$ cat src/rtl/dcache_pkg.sv
// ----------------------------------------------------------------------------
// dcache_pkg
// Shared definitions for the direct-mapped, write-through data cache:
// cache geometry, address field widths and positions, the controller state
// encoding and the default main-memory read latency.
// No ports (package).
// ----------------------------------------------------------------------------
package dcache_pkg;

  localparam int ADDR_W  = 16;
  localparam int DATA_W  = 16;
  localparam int SETS    = 32;
  localparam int WORDS   = 8;
  localparam int MEM_LAT = 4;

  // Byte address layout: [15:9] tag, [8:4] index, [3:1] word, [0] ignored
  localparam int TAG_W   = 7;
  localparam int IDX_W   = 5;
  localparam int OFF_W   = 3;
  localparam int IDX_LSB = OFF_W + 1;
  localparam int TAG_LSB = IDX_LSB + IDX_W;

  typedef enum logic {
    IDLE = 1'b0,
    FILL = 1'b1
  } state_e;

  // Number of cycles the pipeline is frozen by one read miss: the miss
  // cycle, the eight issue cycles, and the tail of the memory latency.
  function automatic int fill_stall_cycles();
    return WORDS + MEM_LAT + 1;
  endfunction

endpackage

$ cat src/rtl/dcache_array.sv
// ----------------------------------------------------------------------------
// dcache_array
// Storage for the cache: per-line data words, tags and valid bits.
// Reads are combinational; all writes land at the clock edge, so a same-cycle
// read of a word being written still returns the old value.
//
// Ports:
//   clk, rst               clock, synchronous active-high reset (valid only)
//   rd_idx_i, rd_word_i    read address (line index, word in line)
//   rd_data_o              data word at rd_idx_i/rd_word_i
//   rd_tag_o, rd_valid_o   tag and valid bit of line rd_idx_i
//   wr_en_i                write one data word
//   wr_idx_i, wr_word_i    word write address
//   wr_data_i              word write data
//   tag_we_i               install tag and mark line valid
//   tag_idx_i, tag_i       line to install and its tag
// ----------------------------------------------------------------------------
module dcache_array
  import dcache_pkg::*;
(
  input  logic              clk,
  input  logic              rst,
  input  logic [IDX_W-1:0]  rd_idx_i,
  input  logic [OFF_W-1:0]  rd_word_i,
  output logic [DATA_W-1:0] rd_data_o,
  output logic [TAG_W-1:0]  rd_tag_o,
  output logic              rd_valid_o,
  input  logic              wr_en_i,
  input  logic [IDX_W-1:0]  wr_idx_i,
  input  logic [OFF_W-1:0]  wr_word_i,
  input  logic [DATA_W-1:0] wr_data_i,
  input  logic              tag_we_i,
  input  logic [IDX_W-1:0]  tag_idx_i,
  input  logic [TAG_W-1:0]  tag_i
);

  logic [DATA_W-1:0] data_q [SETS][WORDS];
  logic [TAG_W-1:0]  tag_q  [SETS];
  logic [SETS-1:0]   valid_q;

  // Data words are never reset; only the valid bits guard their contents.
  always_ff @(posedge clk) begin
    if (wr_en_i) begin
      data_q[wr_idx_i][wr_word_i] <= wr_data_i;
    end
  end

  // Tags are likewise left alone on reset.
  always_ff @(posedge clk) begin
    if (tag_we_i) begin
      tag_q[tag_idx_i] <= tag_i;
    end
  end

  // Reset wins over a line being installed in the same cycle.
  always_ff @(posedge clk) begin
    if (rst) begin
      valid_q <= '0;
    end else if (tag_we_i) begin
      valid_q[tag_idx_i] <= 1'b1;
    end
  end

  assign rd_data_o  = data_q[rd_idx_i][rd_word_i];
  assign rd_tag_o   = tag_q[rd_idx_i];
  assign rd_valid_o = valid_q[rd_idx_i];

endmodule

$ cat src/rtl/dcache_ctrl.sv
// ----------------------------------------------------------------------------
// dcache_ctrl
// Direct-mapped, write-through, no-write-allocate data cache controller that
// sits between the MEM stage and a pipelined multi-cycle main memory.
// Load hits return data in the same cycle; a load miss stalls the pipeline
// and fills the whole line with eight back-to-back reads. Stores always go
// straight to memory in one cycle and update the line only if it is present.
//
// Ports:
//   clk, rst     clock, synchronous active-high reset
//   cpu_en       request valid (load or store)
//   cpu_wr       1 = store, 0 = load
//   cpu_addr     byte address, bit 0 ignored
//   cpu_wdata    store data
//   cpu_rdata    load data (valid on a non-stalled load)
//   cpu_stall    freeze the pipeline
//   mem_req      memory request valid
//   mem_we       1 = write, 0 = read
//   mem_addr     word-aligned byte address
//   mem_wdata    write data
//   mem_rdata    read return data
//   mem_rvalid   read return strobe, one per read, in issue order
// ----------------------------------------------------------------------------
module dcache_ctrl
  import dcache_pkg::*;
(
  input  logic              clk,
  input  logic              rst,
  input  logic              cpu_en,
  input  logic              cpu_wr,
  input  logic [ADDR_W-1:0] cpu_addr,
  input  logic [DATA_W-1:0] cpu_wdata,
  output logic [DATA_W-1:0] cpu_rdata,
  output logic              cpu_stall,
  output logic              mem_req,
  output logic              mem_we,
  output logic [ADDR_W-1:0] mem_addr,
  output logic [DATA_W-1:0] mem_wdata,
  input  logic [DATA_W-1:0] mem_rdata,
  input  logic              mem_rvalid
);

  localparam logic [OFF_W:0]   BEATS     = OFF_W'(WORDS - 1) + {{OFF_W{1'b0}}, 1'b1};
  localparam logic [OFF_W-1:0] LAST_BEAT = OFF_W'(WORDS - 1);

  state_e                   state_q, state_d;
  logic [OFF_W:0]           issue_cnt_q, issue_cnt_d;
  logic [OFF_W-1:0]         ret_cnt_q, ret_cnt_d;
  logic [TAG_W+IDX_W-1:0]   fill_line_q, fill_line_d;

  logic [TAG_W-1:0]  req_tag;
  logic [IDX_W-1:0]  req_idx;
  logic [OFF_W-1:0]  req_word;
  logic              unused_addr_lsb;
  logic              hit;

  logic [DATA_W-1:0] arr_rd_data;
  logic [TAG_W-1:0]  arr_rd_tag;
  logic              arr_rd_valid;
  logic              arr_wr_en;
  logic [IDX_W-1:0]  arr_wr_idx;
  logic [OFF_W-1:0]  arr_wr_word;
  logic [DATA_W-1:0] arr_wr_data;
  logic              arr_tag_we;

  assign req_tag         = cpu_addr[ADDR_W-1:TAG_LSB];
  assign req_idx         = cpu_addr[TAG_LSB-1:IDX_LSB];
  assign req_word        = cpu_addr[IDX_LSB-1:1];
  assign unused_addr_lsb = cpu_addr[0];

  assign hit = cpu_en & arr_rd_valid & (arr_rd_tag == req_tag);

  dcache_array u_array (
    .clk        (clk),
    .rst        (rst),
    .rd_idx_i   (req_idx),
    .rd_word_i  (req_word),
    .rd_data_o  (arr_rd_data),
    .rd_tag_o   (arr_rd_tag),
    .rd_valid_o (arr_rd_valid),
    .wr_en_i    (arr_wr_en),
    .wr_idx_i   (arr_wr_idx),
    .wr_word_i  (arr_wr_word),
    .wr_data_i  (arr_wr_data),
    .tag_we_i   (arr_tag_we),
    .tag_idx_i  (fill_line_q[IDX_W-1:0]),
    .tag_i      (fill_line_q[TAG_W+IDX_W-1:IDX_W])
  );

  // The single array write port is shared: fill returns own it during FILL,
  // store hits own it during IDLE. A return arriving in IDLE is a leftover
  // from an aborted fill and must never be written. Nothing is written while
  // reset is asserted so an aborted fill leaves no trace.
  always_comb begin
    arr_wr_en   = 1'b0;
    arr_wr_idx  = req_idx;
    arr_wr_word = req_word;
    arr_wr_data = cpu_wdata;
    arr_tag_we  = 1'b0;
    if (!rst) begin
      if (state_q == FILL) begin
        arr_wr_en   = mem_rvalid;
        arr_wr_idx  = fill_line_q[IDX_W-1:0];
        arr_wr_word = ret_cnt_q;
        arr_wr_data = mem_rdata;
        arr_tag_we  = mem_rvalid & (ret_cnt_q == LAST_BEAT);
      end else begin
        arr_wr_en = cpu_en & cpu_wr & hit;
      end
    end
  end

  // State, counters and the line being filled. Reset aborts any fill.
  always_ff @(posedge clk) begin
    if (rst) begin
      state_q     <= IDLE;
      issue_cnt_q <= '0;
      ret_cnt_q   <= '0;
      fill_line_q <= '0;
    end else begin
      state_q     <= state_d;
      issue_cnt_q <= issue_cnt_d;
      ret_cnt_q   <= ret_cnt_d;
      fill_line_q <= fill_line_d;
    end
  end

  // Issue and return progress are tracked separately because memory is
  // pipelined: all eight reads go out before the first one comes back. The
  // fill ends on the last return, not on a fixed cycle count.
  always_comb begin
    state_d     = state_q;
    issue_cnt_d = issue_cnt_q;
    ret_cnt_d   = ret_cnt_q;
    fill_line_d = fill_line_q;
    unique case (state_q)
      IDLE: begin
        issue_cnt_d = '0;
        ret_cnt_d   = '0;
        if (cpu_en && !cpu_wr && !hit) begin
          state_d     = FILL;
          fill_line_d = {req_tag, req_idx};
        end
      end
      FILL: begin
        if (issue_cnt_q < BEATS) begin
          issue_cnt_d = issue_cnt_q + {{OFF_W{1'b0}}, 1'b1};
        end
        if (mem_rvalid) begin
          ret_cnt_d = ret_cnt_q + {{(OFF_W-1){1'b0}}, 1'b1};
          if (ret_cnt_q == LAST_BEAT) begin
            state_d = IDLE;
          end
        end
      end
      default: state_d = IDLE;
    endcase
  end

  // Outputs are forced to zero while reset is asserted. In IDLE a store is
  // forwarded to memory in the same cycle whether or not it hits; a load
  // either returns data or raises stall. During FILL the stall is held and
  // one read per cycle is issued until all eight beats are out.
  always_comb begin
    cpu_rdata = '0;
    cpu_stall = 1'b0;
    mem_req   = 1'b0;
    mem_we    = 1'b0;
    mem_addr  = '0;
    mem_wdata = '0;
    if (!rst) begin
      unique case (state_q)
        IDLE: begin
          if (cpu_en) begin
            if (cpu_wr) begin
              mem_req   = 1'b1;
              mem_we    = 1'b1;
              mem_addr  = {cpu_addr[ADDR_W-1:1], 1'b0};
              mem_wdata = cpu_wdata;
            end else if (hit) begin
              cpu_rdata = arr_rd_data;
            end else begin
              cpu_stall = 1'b1;
            end
          end
        end
        FILL: begin
          cpu_stall = 1'b1;
          if (issue_cnt_q < BEATS) begin
            mem_req  = 1'b1;
            mem_addr = {fill_line_q, issue_cnt_q[OFF_W-1:0], 1'b0};
          end
        end
        default: ;
      endcase
    end
  end

endmodule

$ cat config.mk
export PLATFORM = sky130hd
export DESIGN_NAME = dcache_ctrl
export DESIGN_NICKNAME = d
export VERILOG_FILES = /design/src/rtl/dcache_pkg.sv /design/src/rtl/dcache_array.sv /design/src/rtl/dcache_ctrl.sv
export SDC_FILE = /design/constraint.sdc
export NUM_CORES = 2
export LEC_CHECK = 0
export BUFFER_PORTS_ARGS = -buffer_cell sky130_fd_sc_hd__buf_2
export CORE_MARGIN = 8
export CORE_UTILIZATION = 46
export CTS_BUF_LIST = sky130_fd_sc_hd__clkbuf_4 sky130_fd_sc_hd__clkbuf_8
export DETAILED_ROUTE_END_ITERATION = 10
export GPL_TIMING_DRIVEN = 0
export MAX_ROUTING_LAYER = met4
export PLACE_DENSITY = 0.66
export SLEW_MARGIN = 15
export SYNTH_ARGS = -nofsm -noshare
export SYNTH_HDL_FRONTEND = slang
export SYNTH_MEMORY_MAX_BITS = 65536
export SYNTH_SLANG_ARGS = --single-unit
$ cat constraint.sdc
create_clock -name clk -period 8 [get_ports clk]
set_clock_uncertainty 0.1 [all_clocks]
set_input_delay 0.4 -clock clk [delete_from_list [all_inputs] [get_ports clk]]
set_output_delay 0.4 -clock clk [all_outputs]
set_load 0.05 [all_outputs]
After elaboration in Yosys (flattened, before gate mapping)
Memory sizes are Yosys's and may differ from the RTL's.
Index checks and enable logic that the tools add are counted.
{"block": "totals", "mem_bits_ro": 0, "input_bits": 53, "latch_bits": 0, "out_inout_bits": 51, "elab_cells": 93, "memories": 2, "ramBits": 4320, "reg_bits": 52}
{"memory": "u_array.data_q", "depth": 32, "width": 128, "read_ports": 1, "rd_clocked_by_memory_dff": 0, "wr": 1, "line": "dcache_array.sv:37", "text": "logic [DATA_W-1:0] data_q [SETS][WORDS];"}
{"memory": "u_array.tag_q", "depth": 32, "width": 7, "read_ports": 1, "rd_clocked_by_memory_dff": 0, "wr": 1, "line": "dcache_array.sv:38", "text": "logic [TAG_W-1:0] tag_q [SETS];"}
{"block": "op_classes", "n_lt_le_gt_ge": 7, "shifts": 0, "n_mul": 0, "n_addsub": 2, "n_reduce_logical": 7, "mux": 57, "n_bitwise": 9, "div_mod_pow": 0, "n_eq_ne": 4}
{"op": "$mux 16", "n": 18}
{"op": "$mux 128", "n": 1}
{"op": "$bmux 16 s3", "n": 1}
{"op": "$demux 16 s3", "n": 1}
{"op": "$or 32x32->32", "n": 1}
{"op": "$pmux 16 s2", "n": 1}
{"op": "$mux 1", "n": 22}
{"op": "$lt 5x6->1 const B", "n": 2}
{"op": "$mux 5", "n": 2}
{"op": "$mux 3", "n": 3}
{"op": "$ge 4x4->1 const B", "n": 2}
{"op": "$not 3->4", "n": 2}
{"op": "$pmux 4 s2", "n": 1}
{"op": "$eq 7x7->1", "n": 1}
{"op": "$pmux 1 s2", "n": 3}
{"op": "$pmux 3 s2", "n": 1}
{"op": "$and 1x1->1", "n": 5}
{"op": "$bmux 1 s5", "n": 1}
{"op": "$demux 1 s5", "n": 1}
{"op": "$ge 5x1->1 const B", "n": 1}
{"op": "$add 4x1->4 const B", "n": 1}
{"op": "$logic_and 1x1->1", "n": 4}
{"op": "$lt 4x1->1 const B", "n": 1}
{"op": "$lt 4x4->1 const B", "n": 1}
{"op": "8 further kinds", "n": 9}

Longest topological paths before layout
{"block": "depth", "ltp_word": 9, "ltp_mapped": 14, "mapped_depth_nobuf": 8}

Hierarchy
From an unflattened synthesis, not the netlist that was laid out.
{"block": "unflattened", "hier_cells": 8100, "hier_area_um2": 169834.1}
{"module": "dcache_array", "area_per_inst_um2": 168145.0, "seq_area_each_um2": 130365.0, "n_inst": 1, "cells_each": 7861}
{"module": "dcache_ctrl", "area_per_inst_um2": 1689.1, "seq_area_each_um2": 400.4, "n_inst": 1, "cells_each": 239}

Worst setup path after synthesis
No wires, ideal clock.
{"block": "synth_path", "path_kind": "input to register", "start": "in rst", "end": "mem u_array.data_q[0][108] in the netlist's numbering, data pin", "arrival_ns": 4.680, "slack_ns": 2.398, "stages": 7, "required_ns": 7.077, "cell_sequence": "clkbuf_1 > nand2b_1 > clkbuf_1 > clkbuf_1 > buf_1 > nand2_1 > nand2_1"}
{"block": "synth_via", "elab_chain_cells": 1}
{"element": "from (decl)", "line": "dcache_ctrl.sv:28", "text": "input logic rst,"}
{"element": "$mux 16", "line": "dcache_ctrl.sv:100", "text": "if (!rst) begin"}
{"element": "via arr_wr_data[12]", "line": "dcache_ctrl.sv:63", "text": "logic [DATA_W-1:0] arr_wr_data;"}
{"element": "to (decl)", "line": "dcache_array.sv:37"}
The timed path passes the listed nets, and every way through them passes these cells.

Worst setup path after layout
{"block": "layout_path", "start": "in cpu_addr[8]", "end": "out cpu_rdata[8]"}
{"block": "layout_via", "elab_chain_cells": 9}
{"element": "from (decl)", "line": "dcache_ctrl.sv:31", "text": "input logic [ADDR_W-1:0] cpu_addr,"}
{"element": "$mem_v2 32x128 / $bmux 1 s5 (equally long branches)"}
{"element": "$bmux 16 s3 / $mux 1 (equally long branches)", "line": "dcache_array.sv:64, dcache_array.sv:66"}
{"element": "$mux 16 (implied by the code) / $and 1x1->1 (equally long branches) (2 in a row)", "line": "dcache_array.sv:64, dcache_ctrl.sv:71"}
{"element": "$mux 16 *", "line": "dcache_ctrl.sv:180", "text": "end else if (hit) begin"}
{"element": "$mux 16 *", "line": "dcache_ctrl.sv:175", "text": "if (cpu_wr) begin"}
{"element": "$mux 16 *", "line": "dcache_ctrl.sv:174", "text": "if (cpu_en) begin"}
{"element": "$mux 16 *", "line": "dcache_ctrl.sv:172", "text": "unique case (state_q)"}
{"element": "$mux 16 *", "line": "dcache_ctrl.sv:171", "text": "if (!rst) begin"}
{"element": "to (decl)", "line": "dcache_ctrl.sv:33", "text": "output logic [DATA_W-1:0] cpu_rdata,"}
Mark *: on every way between the ends. The rest lies on a longest branch, timed or not. The select of a mux whose other input is x is not followed.

==> metrics.txt <==
final setup violating endpoints=0; compound-gate portion of the synthesized area=0.575%; Worst EP required=7.50 ns; CP Data Arrival Time=6.42 ns; die height=623 um; Max Slew Vio Count=0; final hold vios=0; Pleak=63.3 nW; Primary FF master, synth=edfxtp_1; Comb power frac=6.6%; worst reg2reg path depth=10; setup TNS=0 ns; Initial DRC Count=13200; met3 routed WL=59.0 mm; largest net degree at the start of global routing=82; die area=388000 um2; final worst-path cycle share=86.5%; first-pass GRT wire length=676 mm; CTS Buffer Depth=4; P&R area growth vs syn=16.7%; DRC Markers=4; Max Fclk=145 MHz; wl on met1=179 mm; slew margin rel.=3.00%; switch share=23.2%; RePlAce Congestion=0.969; Hold Path Depth=3; synth unique cells=51; Clk network pwr share=39.1%; Final Net Count=8741; final WL=486 mm; top routing layer in use=met4; via count=88600; min-delay worst type=input pin to flop; core area=366000 um2; commonest cells after routing, fill and taps aside=4320 x edfxtp_1, 1376 x mux4_2, 702 x clkbuf_8; critical path's slowest cell=a211oi_1; Worst Hold End=u_array.data_q[31][105]; Buffers on Ports=94; status=finished, violations left; setup bufs post-CTS=0; CTS tree=yes; Final Cell Area=198000 um2; Mean Syn Cell Area=24.0 um2; Reg-to-Reg Start=state_q; violations in the final reports=DRC; worst slew pin tran=1.45 ns; Clock Tree Root=clkbuf_8; Tot GR Track Use=25.2%; Routed Antenna Nets=0; Reg2Reg Setup Slack=2.53 ns; CP endpoint kind=output pin; #FFs+latches synth=4372; RSZ-0062 raised after global routing=no; average wire per standard cell=34.6 um; Syn. warnings=0; vias in the first global route=88700; cell mode on critical path=buf_2; largest family of logic cells by synthesized area=multiplexers; sequential fraction of the synthesis area=77.2%; mapped cell area=169000 um2; Post-synth ARST share=0%; routed wl met2=224 mm; P_sw=10.8 mW; placed inst area=184000 um2; min Tclk post-route=6.92 ns; Num Clock Sinks=4372; Worst Hold Launch=cpu_wdata[9]; Via density=6.30; slowest cell delay on critical path=1.21 ns; Final Non-Filler Cells=14100; Synth Area in XOR/XNOR=0.0466%; Rows=222; Syn Inst Count=7048; share of layout cells above drive strength 1=41.9%; syn_nets=7104; Num CTS Buffers=685; pwr/cell area=236 nW/um2; Seq pwr share=54.3%; DP HPWL=340 mm; Buf+Inv Stages, Crit Path=7; die width=623 um; Crit path max-delay family=buffers and inverters; antenna violations before repair=33; Peak VDD IR=0.000196 V; Worst-Skew Late Latency=1.23 ns; total power draw=46.7 mW; Post-Synth Adder-Cell Area=0.0222%; post-synthesis mux area share=19.0%; most common cell after layout, fill and taps aside=edfxtp_1; I/O pins=104; Post-synth EDFFs=4320; Worst-path clk slew=0.05 ns; CTS H-tree lvls=6; global route overflow=0; Starting Density=46.2%; crit-path cells=dlygate4sd3_1, buf_2, inv_1, buf_2, buf_2, clkbuf_1, mux4_2, mux4_2, a211oi_1, a211oi_1, buf_2; drt pass-1 iters=11; max-cap violation count=0; Int Power=35.9 mW; crit path max fanout=10; Worst setup SP type=input pin; cell count after placement=12700; Synth Area in Simple Gates=1.87%; reg2reg end=u_array.data_q[17][91]; WS Path Type=input pin to output pin
[layout make-up]
cell class	count	area (um2)
Antenna cell	36	90.1
Clock inverter	269	1600
Tap cell	4816	6030
Multi-Input combinational cell	2231	38100
Sequential cell	4372	131000
Buffer	440	2190
Inverter	5	18.8
Fill cell	27200	169000
Timing Repair Buffer	950	7250
Clock buffer	946	11500
[repair_timing]
action / 4_1_cts / 5_1_grt
hold buffers: 76 / 0
hold endpoints to repair: 871 / 0
gates resized for setup: 0 / 0
[cells by family (layout without fill, tap and decap cells)]
family,after synthesis,after routing
AOI/OAI and AO/OA,132,132
xor gates and xnor gates,9,9
adders and majority gates,3,3
buffers and inverters,445,2610
DFF,4372,4372
muxes,1486,1486
other,1,37
and+or+nand+nor,600,600
[per-layer routing]
metal  vias to the layer above  track usage, %
li1                      34100               -
met1                     46900            32.7
met2                      6184            37.6
met3                      1334            7.39
met4                         0            10.5
met5                         -               -
[sequential cells by signal, summed over array words and instances (netlist names)]
name	count
ret_cnt_q	3
state_q	1
u_array.data_q	4096
issue_cnt_q	4
u_array.valid_q	32
u_array.tag_q	224
fill_line_q	12
[cells in the mapped netlist, drive strengths merged (7+ instances only)]
cell type	instances	area share, %
a211oi	34	0.15
a21oi	14	0.041
a22o	14	0.072
a22oi	23	0.10
a31oi	10	0.037
and2	17	0.063
and3	8	0.030
buf	277	0.92
clkbuf	163	0.36
dfxtp	52	0.61
edfxtp	4320	77
mux2i	105	0.62
mux4	1376	18
nand2	122	0.27
nand2b	32	0.12
nand3	11	0.033
nor2	112	0.25
nor2b	29	0.11
nor4	256	0.95
o21ai	9	0.027
o21ba	9	0.053
xnor2	7	0.036
[worst max path at each step]
stage	cells past startpoint	slack (ns)	from	to
after global placement	7	-2.77	rst	u_array.data_q[4][55]
final	11	1.08	cpu_addr[8]	cpu_rdata[8]
after detailed placement	12	1.05	cpu_addr[5]	cpu_rdata[7]
after floorplan	7	2.40	rst	u_array.data_q[0][108]
after global routing	11	1.20	cpu_addr[8]	cpu_rdata[11]
after CTS	12	1.05	cpu_addr[5]	cpu_rdata[7]
[per-stage QoR]
stage | hold slack [ns] | setup WS (ns) | utilization (%)
3_5_place_dp | 0.359 | 1.05 | 50.1
3_3_place_gp | 0.353 | -2.77 | 48.0
5_1_grt | 0.0936 | 1.20 | 54.0
2_1_floorplan | 0.335 | 2.40 | -
4_1_cts | 0.00697 | 1.05 | 53.9
6_report | 0.0372 | 1.08 | 54.0
[tightest hold or removal path, stage by stage]
cell and delay (ns):
buf_2 0.10, nand2_1 0.09, nand2_4 0.38
[power groups by stage]
stage / clock [mW] / sequential (mW) / combinational (mW)
floorplan: 0 / 26.0 / 1.56
detailed placement: 0 / 25.9 / 2.94
CTS: 18.5 / 25.4 / 3.00
finish: 18.3 / 25.4 / 3.08
global placement: 0 / 26.2 / 2.66
global route: 19.4 / 25.4 / 3.13
(Power assumes the default switching activity.)
